$ cat src/rtl/vga_pkg.sv
// vga_pkg: 640x480@60 raster timing, 4x4 card grid geometry, symbol codes and card origin helper
package vga_pkg;
  localparam int H_ACTIVE = 640;
  localparam int H_FP = 16;
  localparam int H_SYNC = 96;
  localparam int H_BP = 48;
  localparam int H_TOTAL = H_ACTIVE + H_FP + H_SYNC + H_BP;
  localparam int V_ACTIVE = 480;
  localparam int V_FP = 10;
  localparam int V_SYNC = 2;
  localparam int V_BP = 33;
  localparam int V_TOTAL = V_ACTIVE + V_FP + V_SYNC + V_BP;
  localparam int GRID_COLS = 4;
  localparam int GRID_ROWS = 4;
  localparam int CARD_W = 50;
  localparam int CARD_H = 70;
  localparam int GAP_X = 20;
  localparam int GAP_Y = 20;
  localparam int ORIGIN_X = 100;
  localparam int ORIGIN_Y = 60;
  typedef enum logic [2:0] {
    SYM_PLUS, SYM_MINUS, SYM_CROSS, SYM_SQUARE, SYM_HASH, SYM_CIRCLE, SYM_TRI, SYM_INV_TRI
  } symbol_t;
  typedef struct packed {
    logic [9:0] left;
    logic [9:0] top;
  } card_pos_t;
  function automatic card_pos_t card_pos(input int col, input int row);
    return '{left: 10'(ORIGIN_X + col * (CARD_W + GAP_X)), top: 10'(ORIGIN_Y + row * (CARD_H + GAP_Y))};
  endfunction
endpackage

$ cat src/rtl/vga_timing.sv
// vga_timing: raster counters advancing on pix_en; registered x/y/hsync/vsync/video_on/frame_start plus next-pixel nx/ny/nvon for aligned downstream registers
module vga_timing
  import vga_pkg::*;
(
  input  logic       clk,
  input  logic       rst_n,
  input  logic       pix_en,
  output logic [9:0] nx,
  output logic [9:0] ny,
  output logic       nvon,
  output logic [9:0] x,
  output logic [9:0] y,
  output logic       hsync,
  output logic       vsync,
  output logic       video_on,
  output logic       frame_start
);
  localparam int HS_LO = H_ACTIVE + H_FP;
  localparam int HS_HI = HS_LO + H_SYNC - 1;
  localparam int VS_LO = V_ACTIVE + V_FP;
  localparam int VS_HI = VS_LO + V_SYNC - 1;
  logic [9:0] hc, vc;
  always_comb begin
    nx = hc == 10'(H_TOTAL - 1) ? '0 : hc + 10'd1;
    ny = hc == 10'(H_TOTAL - 1) ? (vc == 10'(V_TOTAL - 1) ? '0 : vc + 10'd1) : vc;
    nvon = nx < 10'(H_ACTIVE) && ny < 10'(V_ACTIVE);
  end
  always_ff @(posedge clk)
    if (!rst_n) begin
      hc <= 10'(H_TOTAL - 1);
      vc <= 10'(V_TOTAL - 1);
      x <= '0;
      y <= '0;
      hsync <= 1'b1;
      vsync <= 1'b1;
      video_on <= 1'b0;
      frame_start <= 1'b0;
    end else if (pix_en) begin
      hc <= nx;
      vc <= ny;
      x <= nx;
      y <= ny;
      hsync <= !(nx >= 10'(HS_LO) && nx <= 10'(HS_HI));
      vsync <= !(ny >= 10'(VS_LO) && ny <= 10'(VS_HI));
      video_on <= nvon;
      frame_start <= nx == '0 && ny == '0;
    end
endmodule

$ cat src/rtl/card_grid_scan.sv
// card_grid_scan: VGA raster source with per-pixel card hit, bounds and frame-snapshotted symbol (in: clk rst_n pix_en board_sym; out: x y hsync vsync video_on frame_start card_valid card_idx left right top bot symbol_sel)
module card_grid_scan
  import vga_pkg::*;
(
  input  logic        clk,
  input  logic        rst_n,
  input  logic        pix_en,
  input  logic [47:0] board_sym,
  output logic [9:0]  x,
  output logic [9:0]  y,
  output logic        hsync,
  output logic        vsync,
  output logic        video_on,
  output logic        frame_start,
  output logic        card_valid,
  output logic [3:0]  card_idx,
  output logic [9:0]  left,
  output logic [9:0]  right,
  output logic [9:0]  top,
  output logic [9:0]  bot,
  output logic [2:0]  symbol_sel
);
  if (ORIGIN_X + GRID_COLS * (CARD_W + GAP_X) - GAP_X > H_ACTIVE ||
      ORIGIN_Y + GRID_ROWS * (CARD_H + GAP_Y) - GAP_Y > V_ACTIVE) begin : g_fit
    $error("card grid does not fit in the active area");
  end
  logic [9:0] nx, ny;
  logic nvon, col_hit, row_hit, hit;
  logic [1:0] col, row;
  logic [3:0] idx;
  logic [47:0] shadow;
  card_pos_t p, cp;
  symbol_t sym;
  vga_timing u_timing (
    .clk(clk), .rst_n(rst_n), .pix_en(pix_en), .nx(nx), .ny(ny), .nvon(nvon),
    .x(x), .y(y), .hsync(hsync), .vsync(vsync), .video_on(video_on), .frame_start(frame_start)
  );
  always_comb begin
    p = '0;
    col = '0;
    row = '0;
    col_hit = 1'b0;
    row_hit = 1'b0;
    for (int i = 0; i < GRID_COLS; i++) begin
      p = card_pos(i, 0);
      if (nx >= p.left && nx <= p.left + 10'(CARD_W - 1)) begin
        col_hit = 1'b1;
        col = 2'(i);
      end
    end
    for (int i = 0; i < GRID_ROWS; i++) begin
      p = card_pos(0, i);
      if (ny >= p.top && ny <= p.top + 10'(CARD_H - 1)) begin
        row_hit = 1'b1;
        row = 2'(i);
      end
    end
    hit = nvon && col_hit && row_hit;
    idx = 4'(int'(row) * GRID_COLS + int'(col));
    cp = card_pos(int'(col), int'(row));
    sym = symbol_t'(shadow[3 * int'(idx) +: 3]);
  end
  always_ff @(posedge clk)
    if (!rst_n) begin
      shadow <= '0;
      card_valid <= 1'b0;
      card_idx <= '0;
      left <= '0;
      right <= '0;
      top <= '0;
      bot <= '0;
      symbol_sel <= '0;
    end else if (pix_en) begin
      if (nx == '0 && ny == '0) shadow <= board_sym;
      card_valid <= hit;
      card_idx <= hit ? idx : '0;
      left <= hit ? cp.left : '0;
      right <= hit ? cp.left + 10'(CARD_W - 1) : '0;
      top <= hit ? cp.top : '0;
      bot <= hit ? cp.top + 10'(CARD_H - 1) : '0;
      symbol_sel <= hit ? 3'(sym) : 3'd0;
    end
endmodule

$ cat config.mk
export PLATFORM = sky130hd
export DESIGN_NAME = card_grid_scan
export DESIGN_NICKNAME = d
export VERILOG_FILES = /design/src/rtl/vga_pkg.sv /design/src/rtl/vga_timing.sv /design/src/rtl/card_grid_scan.sv
export SDC_FILE = /design/constraint.sdc
export NUM_CORES = 1
export LEC_CHECK = 0
export CAP_MARGIN = 20
export CORE_MARGIN = 2
export CORE_UTILIZATION = 56
export DETAILED_ROUTE_END_ITERATION = 8
export GPL_TIMING_DRIVEN = 0
export PLACE_DENSITY = 0.86
export SYNTH_ARGS = -nofsm -noshare
export SYNTH_HDL_FRONTEND = slang
export SYNTH_HIERARCHICAL = 1
export SYNTH_SLANG_ARGS = --single-unit
$ cat constraint.sdc
create_clock -name clk -period 6.4 [get_ports clk]
set_input_delay 0.64 -clock clk [delete_from_list [all_inputs] [get_ports clk]]
set_output_delay 0.64 -clock clk [all_outputs]
set_load 0.03 [all_outputs]
-- Word level (Yosys, flattened, before mapping)
Index checks and enable logic that the tools add are counted.
- flip-flop bits (word level): 140
- bits of input ports: 51
- output and inout bits: 72
- add/subtract/negate cells: 7
- multiply operators: 3
- magnitude comparators: 22
- equality and inequality tests: 2
- shifts and indexed selects: 1
- multiplexer cells: 23
- reductions and logical operators: 19
- operators by type and width (kind ; number):
    $mux 10 ; 7
    $le 10x9->1 const B ; 5
    $shiftx 48x7->3 ; 1
    $ge 10x8->1 const B ; 4
    $le 10x8->1 const B ; 4
    $ge 10x9->1 const B ; 3
    $add 10x1->10 const B ; 2
    $eq 10x10->1 const B ; 2
    $logic_not 10->1 ; 2
    $mul 2x6->8 const B ; 2
    $logic_and 1x1->1 ; 14
    $add 10x6->10 const B ; 1
    $add 10x7->10 const B ; 1
    $add 6x9->10 const A ; 1
    $add 7x9->10 const A ; 1
    $ge 10x10->1 const B ; 1
    $ge 10x6->1 const B ; 1
    $ge 10x7->1 const B ; 1
    $le 10x10->1 const B ; 1
    $lt 10x10->1 const B ; 1
    $lt 10x9->1 const B ; 1
    $mux 1 ; 10
    $mux 2 ; 4
    $mul 2x4->6 const A ; 1
    5 further kinds ; 6

-- Depth between registers and ports, before layout
Gate-level depths: netlist of run 1.
- depth after elaboration: 12
- mapped depth: 20
- depth with buffers taken out: 18

-- Hierarchy
The synthesis of run 1 kept the hierarchy.
- by module, submodules not included (module ; times used ; cells an instance ; area an instance (um^2) ; sequential area each (um^2)):
    card_grid_scan ; 1 ; 490 ; 3987.6 ; 1501.4
    vga_timing ; 1 ; 285 ; 2203.4 ; 680.7

-- Worst setup path before layout of run 1
Ideal clock, no wire load.
- kind: flip-flop to flip-flop
- start: register u_timing.hc[1]
- end: register bot[9]
- setup time: 0.115 ns
- arrival time: 3.543 ns
- path slack: 2.742 ns
- cell stages (with the launch flop): 20
- path buffers: 3
- period minus slack after synthesis: 3.658 ns
- path through: dfxtp_1 > ha_1 > and4_1 > buf_2 > and4_1 > clkbuf_1 > mux2i_1 > a211oi_1 > nor2b_1 > o211a_1 > a41oi_1 > and2_1 > buf_4 > inv_1 > ha_1 > nand2_1 > a21oi_1 > xor2_1 > o22ai_1 > and2_1
- longest elaborated chain between the ends: 11
- elaborated cells on any way between the ends: 48
- ends and longest elaborated chain (item ; line ; text):
    start, declared ; vga_timing.sv:22 ; logic [9:0] hc, vc;
    start signal, assigned ; vga_timing.sv:30 ; hc <= 10'(H_TOTAL - 1);
    start signal, assigned ; vga_timing.sv:39 ; hc <= nx;
    $eq 10x10->1 (*) ; vga_timing.sv:25 ; ny = hc == 10'(H_TOTAL - 1) ? (vc == 10'(V_TOTAL - 1) ? '0 : vc + 10'd1) : vc;
    $mux 10 (*) ; vga_timing.sv:25 ;
    named net ny[9] ; card_grid_scan.sv:27 ; logic [9:0] nx, ny;
    $ge 10x8->1 or $le 10x8->1 (tied branches) ; card_grid_scan.sv:53 ; if (ny >= p.top && ny <= p.top + 10'(CARD_H - 1)) begin
    $logic_and 1x1->1 ; card_grid_scan.sv:53 ;
    $mux 1 ; card_grid_scan.sv:53 ;
    $mux 2 (2 in a row) ; card_grid_scan.sv:53 ;
    $mul 2x6->8 ; vga_pkg.sv:29 ; return '{left: 10'(ORIGIN_X + col * (CARD_W + GAP_X)), top: 10'(ORIGIN_Y + row * (CARD_H + GAP_Y))};
    $add 6x9->10 ; vga_pkg.sv:29 ;
    $add 10x7->10 ; card_grid_scan.sv:80 ; bot <= hit ? cp.top + 10'(CARD_H - 1) : '0;
    $mux 10 (*) ; card_grid_scan.sv:80 ;
    end signal, assigned ; card_grid_scan.sv:80 ;
    end, declared ; card_grid_scan.sv:20 ; output logic [9:0] bot,
The timed path passes the listed nets; every way through them passes the cells marked *.
A chain may end at the register's enable or synchronous reset.

-- Final worst setup path of run 1
Same ends and word-level chain as after synthesis.

==> results of run 1 <==
## area by class of cell
type                            instances  area, um2  area share
Buffer                                 82        517      0.0667
Clock buffer                            9        124      0.0160
Clock inverter                          7       55.1     0.00711
Inverter                               35        131      0.0170
Multi-Input combinational cell        551       3370       0.435
Sequential cell                       109       2180       0.282
Tap cell                              140        175      0.0226
Timing Repair Buffer                  119       1190       0.154
## worst reg2reg max path: cells and delay by family (launching register included)
kind / cells / cell delay, ns
AOI/OAI and AO/OA: 6 / 1.50
buffers and inverters: 2 / 0.49
adders and majority gates: 2 / 0.60
DFF: 1 / 0.47
and+or+nand+nor: 6 / 1.28
xor gates and xnor gates: 1 / 0.18
## where the power goes
group | total (mW) | switching [mW] | internal [mW] | leakage [nW]
Sequential | 0.708 | 0.0136 | 0.695 | 0.883
Clock | 0.395 | 0.248 | 0.147 | 0.0923
Combinational | 0.413 | 0.255 | 0.158 | 1.92
## cells in the final DEF (no fill, tap or decap), types with 5 or more instances in the layout
cell type	n
a211oi_1	8
a21boi_0	46
a21boi_1	7
a21oi_1	24
a221oi_1	6
a31oi_1	8
and2_1	17
and3_1	8
and4_1	5
buf_2	15
buf_4	34
clkbuf_1	24
clkbuf_8	13
clkdlybuf4s50_1	119
dfxtp_1	109
ha_1	14
inv_1	34
mux2i_1	10
nand2_1	150
nand2b_1	6
nand3_1	15
nand4_1	10
nor2_1	39
nor2b_1	25
nor3_1	14
o211ai_1	5
o21a_1	5
o21ai_0	24
o22ai_1	15
xnor2_1	10
xor2_1	6
## registers in the layout, indices dropped and copies added, names as in the netlist
signal and flops:
u_timing/frame_start 1, shadow 48, bot 4, u_timing/hsync 1
left 5, right 6, card_idx 1, u_timing/vc 3
u_timing/x 10, u_timing/y 10, symbol_sel 3, u_timing/hc 7
u_timing/vsync 1, u_timing/video_on 1, top 8
## kinds of logic after synthesis
family / after synthesis / share of synthesized area
XOR/XNOR: 16 / 0.0226
AND/OR/NAND/NOR: 321 / 0.261
other: 1 / 0.000606
flip-flops: 109 / 0.352
buffers and inverters: 117 / 0.105
AO/OA/AOI/OAI: 185 / 0.211
multiplexers: 12 / 0.0198
adder cells (fa/ha/maj): 14 / 0.0283
## per-layer routing
metal / vias to the layer above / wire (um) / global-route usage
met3: 33 / 1230 / 0.0406
met2: 265 / 7790 / 0.467
met4: 0 / 335 / 0.0925
met5: - / 0 / 0
met1: 2811 / 7440 / 0.385
li1: 2903 / - / -
## metrics by stage
stage | instance area, um2 | util
detailed placement | 7560 | 0.701
global route | 7740 | 0.717
floorplan | 6200 | -
finish | 7740 | 0.717
CTS | 7740 | 0.717
global placement | 7560 | 0.701
## worst paths after layout
| check | end | startpoint | slack [ns] |
|---|---|---|---|
| min reg2reg | shadow[18] | shadow[18] | 0.46 |
| max reg2reg | bot[9] | u_timing/hc[1] | 1.79 |
| max | bot[9] | u_timing/hc[1] | 1.79 |
| min | shadow[18] | shadow[18] | 0.46 |
==> out/summary.log, run 1 <==
[global_routing] GRT Resource Usage Total 0.285
[cells_and_area] number of nets in the layout 972
[drt] first-pass detailed-route iteration total 5
[synthesis] post-synth design cell area 6190 um2
[clock_network] cts repair resizes 0
[worst_setup_path] crit path kind flop to flop
[clock_network] clock tree from TritonCTS built
[synthesis] proportion of register bits with asynchronous set or reset after synthesis 0
[synthesis] library cell occupying the most area in the post-synthesis netlist dfxtp_1
[worst_setup_path] max incr delay on CP 0.47 ns
[global_routing] number of antenna violations at the first check in global routing 0
[sta] total count of max-transition violations in the final report 0
[floorplanning] die width 109 um
[clock_network] CTS root buf clkbuf_8
[drt] vias per cell 5.71
[floorplanning] Cell Rows 38
[clock_network] CTS max path bufs 2
[synthesis] most frequent cells after synthesis 150 x nand2_1, 109 x dfxtp_1, 46 x a21boi_0
[floorplanning] area inside the core boundary 10800 um2
[drt] routed wirelength normalized by instance count 16.0 um
[clock_network] CTS buffer count 9
[sta] Final setup viols 0
[pwr] total power divided by cell area 196 nW/um2
[synthesis] count of yosys warnings during synthesis 6
[synthesis] synthesized instance count 775
[worst_hold_path] Hold Crit Depth 2
[worst_setup_path] required time of the worst setup path 6.69 ns
[sta] slew of the pin with the lowest slew margin 0.616 ns
[worst_setup_path] Stages on worst setup path 17
[synthesis] mean cell area of the mapped netlist 7.99 um2
[global_routing] aggregate global routing overflow 0
[sta] number of endpoints with negative hold slack in the final report 0
[synthesis] sequential fraction of the synthesis area 0.352
[global_routing] maximum number of pins on one net before global-route repair 20
[synthesis] most area-consuming cells after synthesis dfxtp_1 35%, nand2_1 9.1%, a21boi_0 5.6%
[sta] clock tree skew after final layout 0.0153 ns
[floorplanning] I/O pin count 123
[worst_setup_path] master of the slowest instance on the critical path dfxtp_1
[sta] relative max-transition margin 0.587
[drt] first-iteration detailed-routing DRC count 351
[floorplanning] effective utilization at floorplan 0.574
[worst_setup_path] largest fanout on the critical path 11
[synthesis] dominant cell by count in the synthesized netlist nand2_1
[pwr] maximum vdd ir drop 0.119 mV
[cells_and_area] Area Overhead vs Synth 25.1%
[clock_network] H-tree levels 3
[worst_hold_path] worst hold-check path type flop to flop
[drt] total DRC errors in the routed layout 0
[sta] unrepaired setup endpoints after global routing no
[worst_setup_path] buffering stage count on the worst path with inverters included 2
[sta] Final min period 4.61 ns
[sta] share of the clock period used by the worst path 0.720
[synthesis] Most used DFF post-synth dfxtp_1
[outcome] result of the run completed
[sta] final-layout worst hold slack 0.461 ns
[sta] Max Clock Freq 217 MHz
[worst_setup_path] worst-path cell chain ha_1 -> nand4_1 -> nor3_4 -> o21ai_0 -> a21oi_2 -> inv_1 -> a211oi_1 -> nor3_1 -> o211ai_1 -> nand2_2 -> inv_1 -> ha_1 -> nor2b_1 -> o211ai_1 -> xor2_1 -> o22ai_1 -> and2_1
[clock_network] Clock Sink Count 109
[synthesis] area share of the largest cell type after synthesis 0.352
[synthesis] EDFF count, synth 0
[place] placed cells 1036
[cells_and_area] non-filler instance count after layout 1052
[clock_network] setup repair bufs after CTS 0
[drt] total via count after detailed routing 6012
[cells_and_area] count of antenna diodes in the layout 0
[drt] number of nets still failing antenna checks after routing 0
[synthesis] Synth cell types 78
[place] Routability Congestion 0.971
[pwr] Overall Power 1.52 mW
[sta] total negative slack 0 ns
[clock_network] Worst-Skew Late Latency 0.39 ns
[sta] final worst-path setup slack 1.79 ns
[worst_setup_path] arrival time worst endpoint 4.90 ns
[drt] routed wire length 16800 um
[clock_network] Hold Buf Count CTS 0
[worst_setup_path] type of origin of the critical path flop
[pwr] leakage power total 2.89 nW
[worst_setup_path] delay-heaviest family, CP compound AO/OA/AOI/OAI gates
[synthesis] number of flip-flops and latches in the synthesized netlist 109
[place] count of buffers from port buffering 119
[place] post-place setup slack 1.97 ns
[place] detailed placement HPWL 12700 um
[floorplanning] die height 109 um
[floorplanning] area of the die 11900 um2
[clock_network] clock slew seen by the registers of the worst setup and hold paths 0.11 ns
[flow_run] number of violations of the max-capacitance limit 0
[worst_setup_path] element type at the critical path end flop
[cells_and_area] share of post-route cells with drive strength above 1 0.110
[worst_setup_path] cell count of the worst reg-to-reg path 17
[global_routing] wire length of the first global-routing pass 26800 um
[global_routing] number of global-route vias before repair 5564
[cells_and_area] number of fill cells in the layout 904
Power figures use the tool's default switching activity.
==> run 2, diff against run 1 <==
Settings changed: CORE_UTILIZATION 56 to 47, PLACE_DENSITY 0.86 to 0.77.
Clock period 6.4 ns to 4.2 ns, I/O delays scaled along.
==> run 2 against run 1 <==
  * First-iteration DRC count is 52% higher
  * Cell area is 3.7% higher
  * Clock skew down 0.0050 ns
  * Largest power group unchanged
==> out/summary.log, run 2 (synthesized netlist as in run 1, its figures left out) <==
[outcome] result of the run completed [unchanged]
[cells_and_area] largest register by flop count shadow [unchanged]
[floorplanning] die width 119 um [was 109 um]
[sta] final-layout worst hold slack 0.448 ns [was 0.461 ns]
[floorplanning] die height 119 um [was 109 um]
[sta] slew of the pin with the lowest slew margin 0.646 ns [was 0.616 ns]
[floorplanning] area of the die 14100 um2 [was 11900 um2]
[drt] routed wire length 17100 um [was 16800 um]
[worst_setup_path] required time of the worst setup path 4.46 ns [was 6.69 ns]
[floorplanning] effective utilization at floorplan 0.487 [was 0.574]
[sta] clock tree skew after final layout 0.0103 ns [was 0.0153 ns]
[clock_network] CTS root buf clkbuf_16 [was clkbuf_8]
[drt] total via count after detailed routing 5907 [was 6012]
[global_routing] GRT Resource Usage Total 0.239 [was 0.285]
[cells_and_area] post-route cell area 8030 um2 [was 7740 um2]
[floorplanning] Cell Rows 41 [was 38]
[floorplanning] I/O pin count 123 [unchanged]
[clock_network] clock slew seen by the registers of the worst setup and hold paths 0.07 ns [was 0.11 ns]
[pwr] maximum vdd ir drop 0.248 mV [was 0.119 mV]
[flow_run] number of violations of the max-capacitance limit 0 [unchanged]
[sta] Max Clock Freq 252 MHz [was 217 MHz]
[worst_setup_path] arrival time worst endpoint 4.23 ns [was 4.90 ns]
[drt] routed wirelength normalized by instance count 15.6 um [was 16.0 um]
[sta] total count of max-transition violations in the final report 0 [unchanged]
[clock_network] H-tree levels 3 [unchanged]
[cells_and_area] number of fill cells in the layout 1190 [was 904]
[clock_network] CTS max path bufs 2 [unchanged]
[worst_hold_path] Hold Crit Depth 2 [unchanged]
[cells_and_area] share of post-route cells with drive strength above 1 0.133 [was 0.110]
[pwr] Overall Power 2.55 mW [was 1.52 mW]
[pwr] total power divided by cell area 317 nW/um2 [was 196 nW/um2]
[place] count of buffers from port buffering 119 [unchanged]
[global_routing] number of antenna violations at the first check in global routing 0 [unchanged]
[floorplanning] area inside the core boundary 12700 um2 [was 10800 um2]
[place] area of placed instances 7600 um2 [was 7560 um2]
[cells_and_area] commonest non-fill, non-tap cells in the layout 150 x nand2_1, 119 x clkdlybuf4s50_1, 108 x dfxtp_1, 46 x a21boi_0, 45 x buf_4 [was 150 x nand2_1, 119 x clkdlybuf4s50_1, 109 x dfxtp_1, 46 x a21boi_0, 39 x nor2_1]
[worst_setup_path] element type at the critical path end flop [unchanged]
[worst_hold_path] Hold Path Sink shadow[12] [was shadow[18]]
[cells_and_area] Largest regs shadow: 48 flops, u_timing/x: 10 flops, u_timing/y: 10 flops [unchanged]
[cells_and_area] count of antenna diodes in the layout 0 [unchanged]
[worst_hold_path] worst hold-check path type flop to flop [unchanged]
[worst_setup_path] max incr delay on CP 0.53 ns [was 0.47 ns]
[drt] total DRC errors in the routed layout 0 [unchanged]
[sta] number of endpoints with negative hold slack in the final report 0 [unchanged]
[clock_network] clock tree from TritonCTS built [unchanged]
[drt] first-iteration detailed-routing DRC count 534 [was 351]
[place] detailed placement HPWL 12400 um [was 12700 um]
[drt] first-pass detailed-route iteration total 5 [unchanged]
[sta] Final setup viols 0 [unchanged]
[pwr] leakage power total 3.00 nW [was 2.89 nW]
[worst_setup_path] startpoint of the lowest-slack register-to-register path u_timing/x[5] [was u_timing/hc[1]]
[sta] relative max-transition margin 0.568 [was 0.587]
[drt] vias per cell 5.40 [was 5.71]
[global_routing] wire length of the first global-routing pass 27400 um [was 26800 um]
[cells_and_area] Area Overhead vs Synth 29.7% [was 25.1%]
[worst_setup_path] master of the slowest instance on the critical path or3b_2 [was dfxtp_1]
[worst_hold_path] launch instance of the worst min-delay path shadow[12] [was shadow[18]]
[cells_and_area] commonest non-fill, non-tap cell in the layout nand2_1 [unchanged]
[global_routing] maximum number of pins on one net before global-route repair 19 [was 20]
[worst_setup_path] cell count of the worst reg-to-reg path 17 [unchanged]
[drt] number of nets still failing antenna checks after routing 0 [unchanged]
[sta] Final min period 3.97 ns [was 4.61 ns]
[worst_setup_path] type of origin of the critical path flop [unchanged]
[global_routing] aggregate global routing overflow 0 [unchanged]
[cells_and_area] number of nets in the layout 982 [was 972]
[worst_setup_path] worst-path cell chain buf_2 -> or3b_2 -> nor4_2 -> mux2_2 -> inv_1 -> nor2_2 -> and3_1 -> o21ai_2 -> and2_1 -> buf_4 -> inv_1 -> ha_1 -> nand2_1 -> a21oi_1 -> xor2_1 -> o22ai_1 -> and2_1 [was ha_1 -> nand4_1 -> nor3_4 -> o21ai_0 -> a21oi_2 -> inv_1 -> a211oi_1 -> nor3_1 -> o211ai_1 -> nand2_2 -> inv_1 -> ha_1 -> nor2b_1 -> o211ai_1 -> xor2_1 -> o22ai_1 -> and2_1]
[cells_and_area] flip-flop count of the largest register, all copies and words added 48 [unchanged]
[worst_setup_path] crit path kind flop to flop [unchanged]
[worst_setup_path] largest fanout on the critical path 13 [was 11]
[worst_setup_path] end of the worst register-to-register path bot[9] [unchanged]
[place] Routability Congestion 0.913 [was 0.971]
[sta] share of the clock period used by the worst path 0.946 [was 0.720]
[clock_network] Clock Sink Count 109 [unchanged]
[clock_network] CTS buffer count 9 [unchanged]
[clock_network] Worst-Skew Late Latency 0.36 ns [was 0.39 ns]
[global_routing] number of global-route vias before repair 5399 [was 5564]
[worst_setup_path] setup slack of the worst register-to-register path 0.23 ns [was 1.79 ns]
[run 2: cell types whose count changed in the layout (fill, tap and decap cells not counted), sizes merged]
cell / previous run / this run
buf: 54 / 65
clkinv: 2 / 4
inv: 39 / 37
clkinvlp: 1 / 0
[run 2: final cells by class]
class	count	area, um2	share of cell area
timing repair buffer	130	1270	0.159
tap	172	215	0.0268
sequential	109	2180	0.272
inverter	35	131	0.0164
multi-input combinational	551	3430	0.428
buffer	81	514	0.0640
clock inverter	6	47.5	0.00592
clock buffer	10	229	0.0285
[run 2: worst max-delay path by stage]
stage,slack (ns),from,endpoint,depth (start not counted)
final,0.23,u_timing/x[5],bot[9],17
after global placement,-0.13,u_timing/hc[1],bot[9],17
after detailed placement,-0.15,u_timing/hc[1],bot[9],17
after floorplan,0.54,u_timing/hc[1],bot[9],19
after global routing,-0.003,u_timing/hc[1],bot[9],18
after CTS,0.01,u_timing/hc[1],bot[9],19
[run 2: what timing repair did]
action / 4_1_cts / 5_1_grt
endpoints found under the setup margin: 1 / 14
pin swaps: 1 / 5
resized for setup: 2 / 13
hold buffers: 0 / 0
buffers inserted: 2 / 9
[run 2: power by group]
| part | internal [mW] | switching, mW | total [mW] | leakage [nW] |
|---|---|---|---|---|
| Combinational | 0.258 | 0.390 | 0.649 | 1.98 |
| Clock | 0.410 | 0.411 | 0.821 | 0.139 |
| Sequential | 1.06 | 0.0207 | 1.08 | 0.883 |
[run 2: layer usage]
metal,wire length (um),global-route usage,up-vias
met1,7830,0.334,2741
met4,321,0.0938,0
met5,0,0,-
met3,1230,0.0338,23
met2,7740,0.369,224
li1,-,-,2919
[run 2: stage by stage]
stage | utilization | TNS, ns | std cells | worst slack (ns)
after CTS | 0.622 | 0 | 1086 | 0.0130
after floorplan | - | 0 | 777 | 0.542
after global placement | 0.598 | -0.130 | 1068 | -0.130
after global routing | 0.631 | -0.00330 | 1094 | -0.00330
final | 0.631 | 0 | 1094 | 0.226
after detailed placement | 0.598 | -0.149 | 1068 | -0.149
[run 2: critical path: cells and delay by family (launching register included)]
family                     cells  cell delay, ns
buffers and inverters          4            0.62
AOI/OAI and AO/OA              3            0.46
and+or+nand+nor                7            1.52
xor gates and xnor gates       1            0.17
DFF                            1            0.32
adders and majority gates      1            0.36
muxes                          1            0.41
==> run 3, diff against run 2 <==
Settings changed: CORE_UTILIZATION 47 to 58, DONT_BUFFER_PORTS set to 1, PLACE_DENSITY 0.77 to 0.76.
==> run 3 against run 2 <==
  * Global-route usage grew 5.1 points
  * Worst hold slack lost 0.28 ns
  * Non-clock buffer count shrank 113
  * Total power shrank 12%
  * Fmax shrank 2.3%
  * Cell area shrank 16%
  * Setup slack lost 0.096 ns
  * Combinational power shrank 15%
  * Die area shrank 18%
==> out/summary.log, run 3 (synthesized netlist as in run 1, its figures left out) <==
[floorplanning] effective utilization at floorplan 0.600 [was 0.487]
[place] detailed placement HPWL 12200 um [was 12400 um]
[floorplanning] I/O pin count 123 [unchanged]
[floorplanning] die height 107 um [was 119 um]
[worst_hold_path] launch instance of the worst min-delay path board_sym[18] [was shadow[12]]
[pwr] maximum vdd ir drop 0.165 mV [was 0.248 mV]
[clock_network] CTS root buf clkbuf_8 [was clkbuf_16]
[worst_hold_path] worst hold-check path type input pin to flop [was flop to flop]
[worst_setup_path] startpoint of the lowest-slack register-to-register path u_timing/x[5] [unchanged]
[clock_network] clock slew seen by the registers of the worst setup and hold paths 0.11 ns [was 0.07 ns]
[clock_network] Clock Sink Count 109 [unchanged]
[global_routing] maximum number of pins on one net before global-route repair 19 [unchanged]
[global_routing] wire length of the first global-routing pass 26500 um [was 27400 um]
[cells_and_area] end-of-flow core utilization 0.653 [was 0.631]
[sta] clock tree skew after final layout 0.0143 ns [was 0.0103 ns]
[sta] Final min period 4.07 ns [was 3.97 ns]
[floorplanning] area inside the core boundary 10300 um2 [was 12700 um2]
[drt] number of nets still failing antenna checks after routing 0 [unchanged]
[clock_network] Worst-Skew Late Latency 0.38 ns [was 0.36 ns]
[cells_and_area] sequential standard cell area 2180 um2 [about the same]
[cells_and_area] number of fill cells in the layout 925 [was 1190]
[sta] Max Clock Freq 246 MHz [was 252 MHz]
[floorplanning] Cell Rows 37 [was 41]
[place] count of buffers from port buffering 0 [was 119]
[sta] final-layout worst hold slack 0.166 ns [was 0.448 ns]
[worst_setup_path] setup slack of the worst register-to-register path 0.13 ns [was 0.23 ns]
[clock_network] H-tree levels 3 [unchanged]
[cells_and_area] flip-flop count of the largest register, all copies and words added 48 [unchanged]
[sta] share of the clock period used by the worst path 0.969 [was 0.946]
[cells_and_area] commonest non-fill, non-tap cell in the layout nand2_1 [unchanged]
[worst_setup_path] crit path kind flop to flop [unchanged]
[cells_and_area] count of antenna diodes in the layout 0 [unchanged]
[floorplanning] area of the die 11500 um2 [was 14100 um2]
[drt] vias per cell 5.96 [was 5.40]
[cells_and_area] Area Overhead vs Synth 8.89% [was 29.7%]
[outcome] result of the run completed [unchanged]
[cells_and_area] combined area of the multi-input logic cells 3440 um2 [was 3430 um2]
[cells_and_area] number of nets in the layout 869 [was 982]
[place] area of placed instances 6370 um2 [was 7600 um2]
[cells_and_area] post-route cell area 6740 um2 [was 8030 um2]
[worst_setup_path] element type at the critical path end flop [unchanged]
[drt] first-iteration detailed-routing DRC count 434 [was 534]
[drt] routed wirelength normalized by instance count 17.6 um [was 15.6 um]
[drt] first-pass detailed-route iteration total 6 [was 5]
[sta] number of endpoints with negative hold slack in the final report 0 [unchanged]
[worst_setup_path] arrival time worst endpoint 4.36 ns [was 4.23 ns]
[cells_and_area] commonest non-fill, non-tap cells in the layout 150 x nand2_1, 107 x dfxtp_1, 50 x buf_4, 46 x a21boi_0, 38 x nor2_1 [was 150 x nand2_1, 119 x clkdlybuf4s50_1, 108 x dfxtp_1, 46 x a21boi_0, 45 x buf_4]
[worst_setup_path] cell count of the worst reg-to-reg path 17 [unchanged]
[clock_network] CTS buffer count 9 [unchanged]
[clock_network] Hold Buf Count CTS 0 [unchanged]
[cells_and_area] largest register by flop count shadow [unchanged]
[worst_hold_path] Hold Path Sink shadow[18] [was shadow[12]]
[worst_hold_path] Hold Crit Depth 2 [unchanged]
[drt] total DRC errors in the routed layout 0 [unchanged]
[cells_and_area] Largest regs shadow: 48 flops, u_timing/x: 10 flops, u_timing/y: 10 flops [unchanged]
[global_routing] number of global-route vias before repair 5303 [was 5399]
[worst_setup_path] largest fanout on the critical path 11 [was 13]
[drt] total via count after detailed routing 5632 [was 5907]
[global_routing] number of antenna violations at the first check in global routing 0 [unchanged]
[pwr] total power divided by cell area 333 nW/um2 [was 317 nW/um2]
[floorplanning] die width 107 um [was 119 um]
[cells_and_area] share of post-route cells with drive strength above 1 0.159 [was 0.133]
[sta] slew of the pin with the lowest slew margin 0.656 ns [was 0.646 ns]
[clock_network] CTS max path bufs 2 [unchanged]
[place] Routability Congestion 0.907 [was 0.913]
[worst_setup_path] required time of the worst setup path 4.49 ns [was 4.46 ns]
[clock_network] clock tree from TritonCTS built [unchanged]
[pwr] leakage power total 2.55 nW [was 3.00 nW]
[flow_run] number of violations of the max-capacitance limit 0 [unchanged]
[sta] Final setup viols 0 [unchanged]
[global_routing] aggregate global routing overflow 0 [unchanged]
[worst_setup_path] type of origin of the critical path flop [unchanged]
[drt] routed wire length 16700 um [was 17100 um]
[worst_setup_path] end of the worst register-to-register path bot[9] [unchanged]
[global_routing] GRT Resource Usage Total 0.290 [was 0.239]
[sta] relative max-transition margin 0.563 [was 0.568]
[sta] total count of max-transition violations in the final report 0 [unchanged]
==> run 3: changes by cell type in the layout (fill, tap and decap cells not counted), moves of 2 or more <==
cell and change:
inv_6 +2, clkbuf_16 -9, buf_4 +5, clkdlybuf4s50_1 -119, clkbuf_8 +9
==> run 3: worst max-delay path by stage <==
stage                        start     end  slack [ns]  cells after the start
floorplan           u_timing/hc[1]  bot[9]        0.54                     19
global placement    u_timing/hc[1]  bot[9]       -0.28                     18
detailed placement  u_timing/hc[1]  bot[9]       -0.32                     18
CTS                  u_timing/y[0]  bot[9]        0.01                     18
global route         u_timing/x[5]  bot[9]       -0.04                     17
finish               u_timing/x[5]  bot[9]        0.13                     17
==> run 3: layer usage <==
metal	vias up	part of all wire	GRT usage
li1	2685	-	-
met1	2673	0.43	0.389
met2	246	0.47	0.459
met3	28	0.082	0.0545
met4	0	0.021	0.117
met5	-	0	0
==> run 3: repair_timing <==
action                     4_1_cts  5_1_grt
setup endpoints to repair       11       10
gates resized for setup          8        9
pin swaps                        1        7
buffers inserted                 1       15
==> run 3: final cells by class <==
class                           instances  share of cell area
Timing Repair Buffer                   16              0.0178
Tap cell                              136              0.0252
Multi-Input combinational cell        551               0.510
Clock buffer                           10              0.0189
Clock inverter                          6             0.00668
Inverter                               35              0.0200
Sequential cell                       109               0.324
Buffer                                 82              0.0768
==> run 3: report_power, final <==
part,internal (mW),total (mW),switching (mW)
clock network,0.222,0.594,0.372
logic,0.192,0.549,0.358
registers,1.06,1.10,0.0455
==> run 3: metrics by stage <==
step / power (mW) / TNS (ns) / cells / worst slack [ns]
global placement: 1.63 / -0.300 / 913 / -0.282
CTS: 2.23 / 0 / 930 / 0.0103
global route: 2.35 / -0.0389 / 945 / -0.0389
finish: 2.25 / 0 / 945 / 0.131
detailed placement: 1.64 / -0.502 / 913 / -0.323
floorplan: 1.51 / 0 / 777 / 0.542
==> run 3: critical path, stage by stage (launching register included) <==
cell,delay [ns]
dfxtp_1,0.32
buf_2,0.17
or3b_2,0.54
nor3_4,0.29
o21ai_0,0.19
a21oi_2,0.27
inv_1,0.17
a211oi_1,0.28
nor3_1,0.13
o211ai_1,0.34
nand2_4,0.20
clkinvlp_4,0.16
ha_1,0.18
nor2b_1,0.05
o211ai_1,0.23
xor2_1,0.18
o22ai_1,0.08
and2_1,0.18
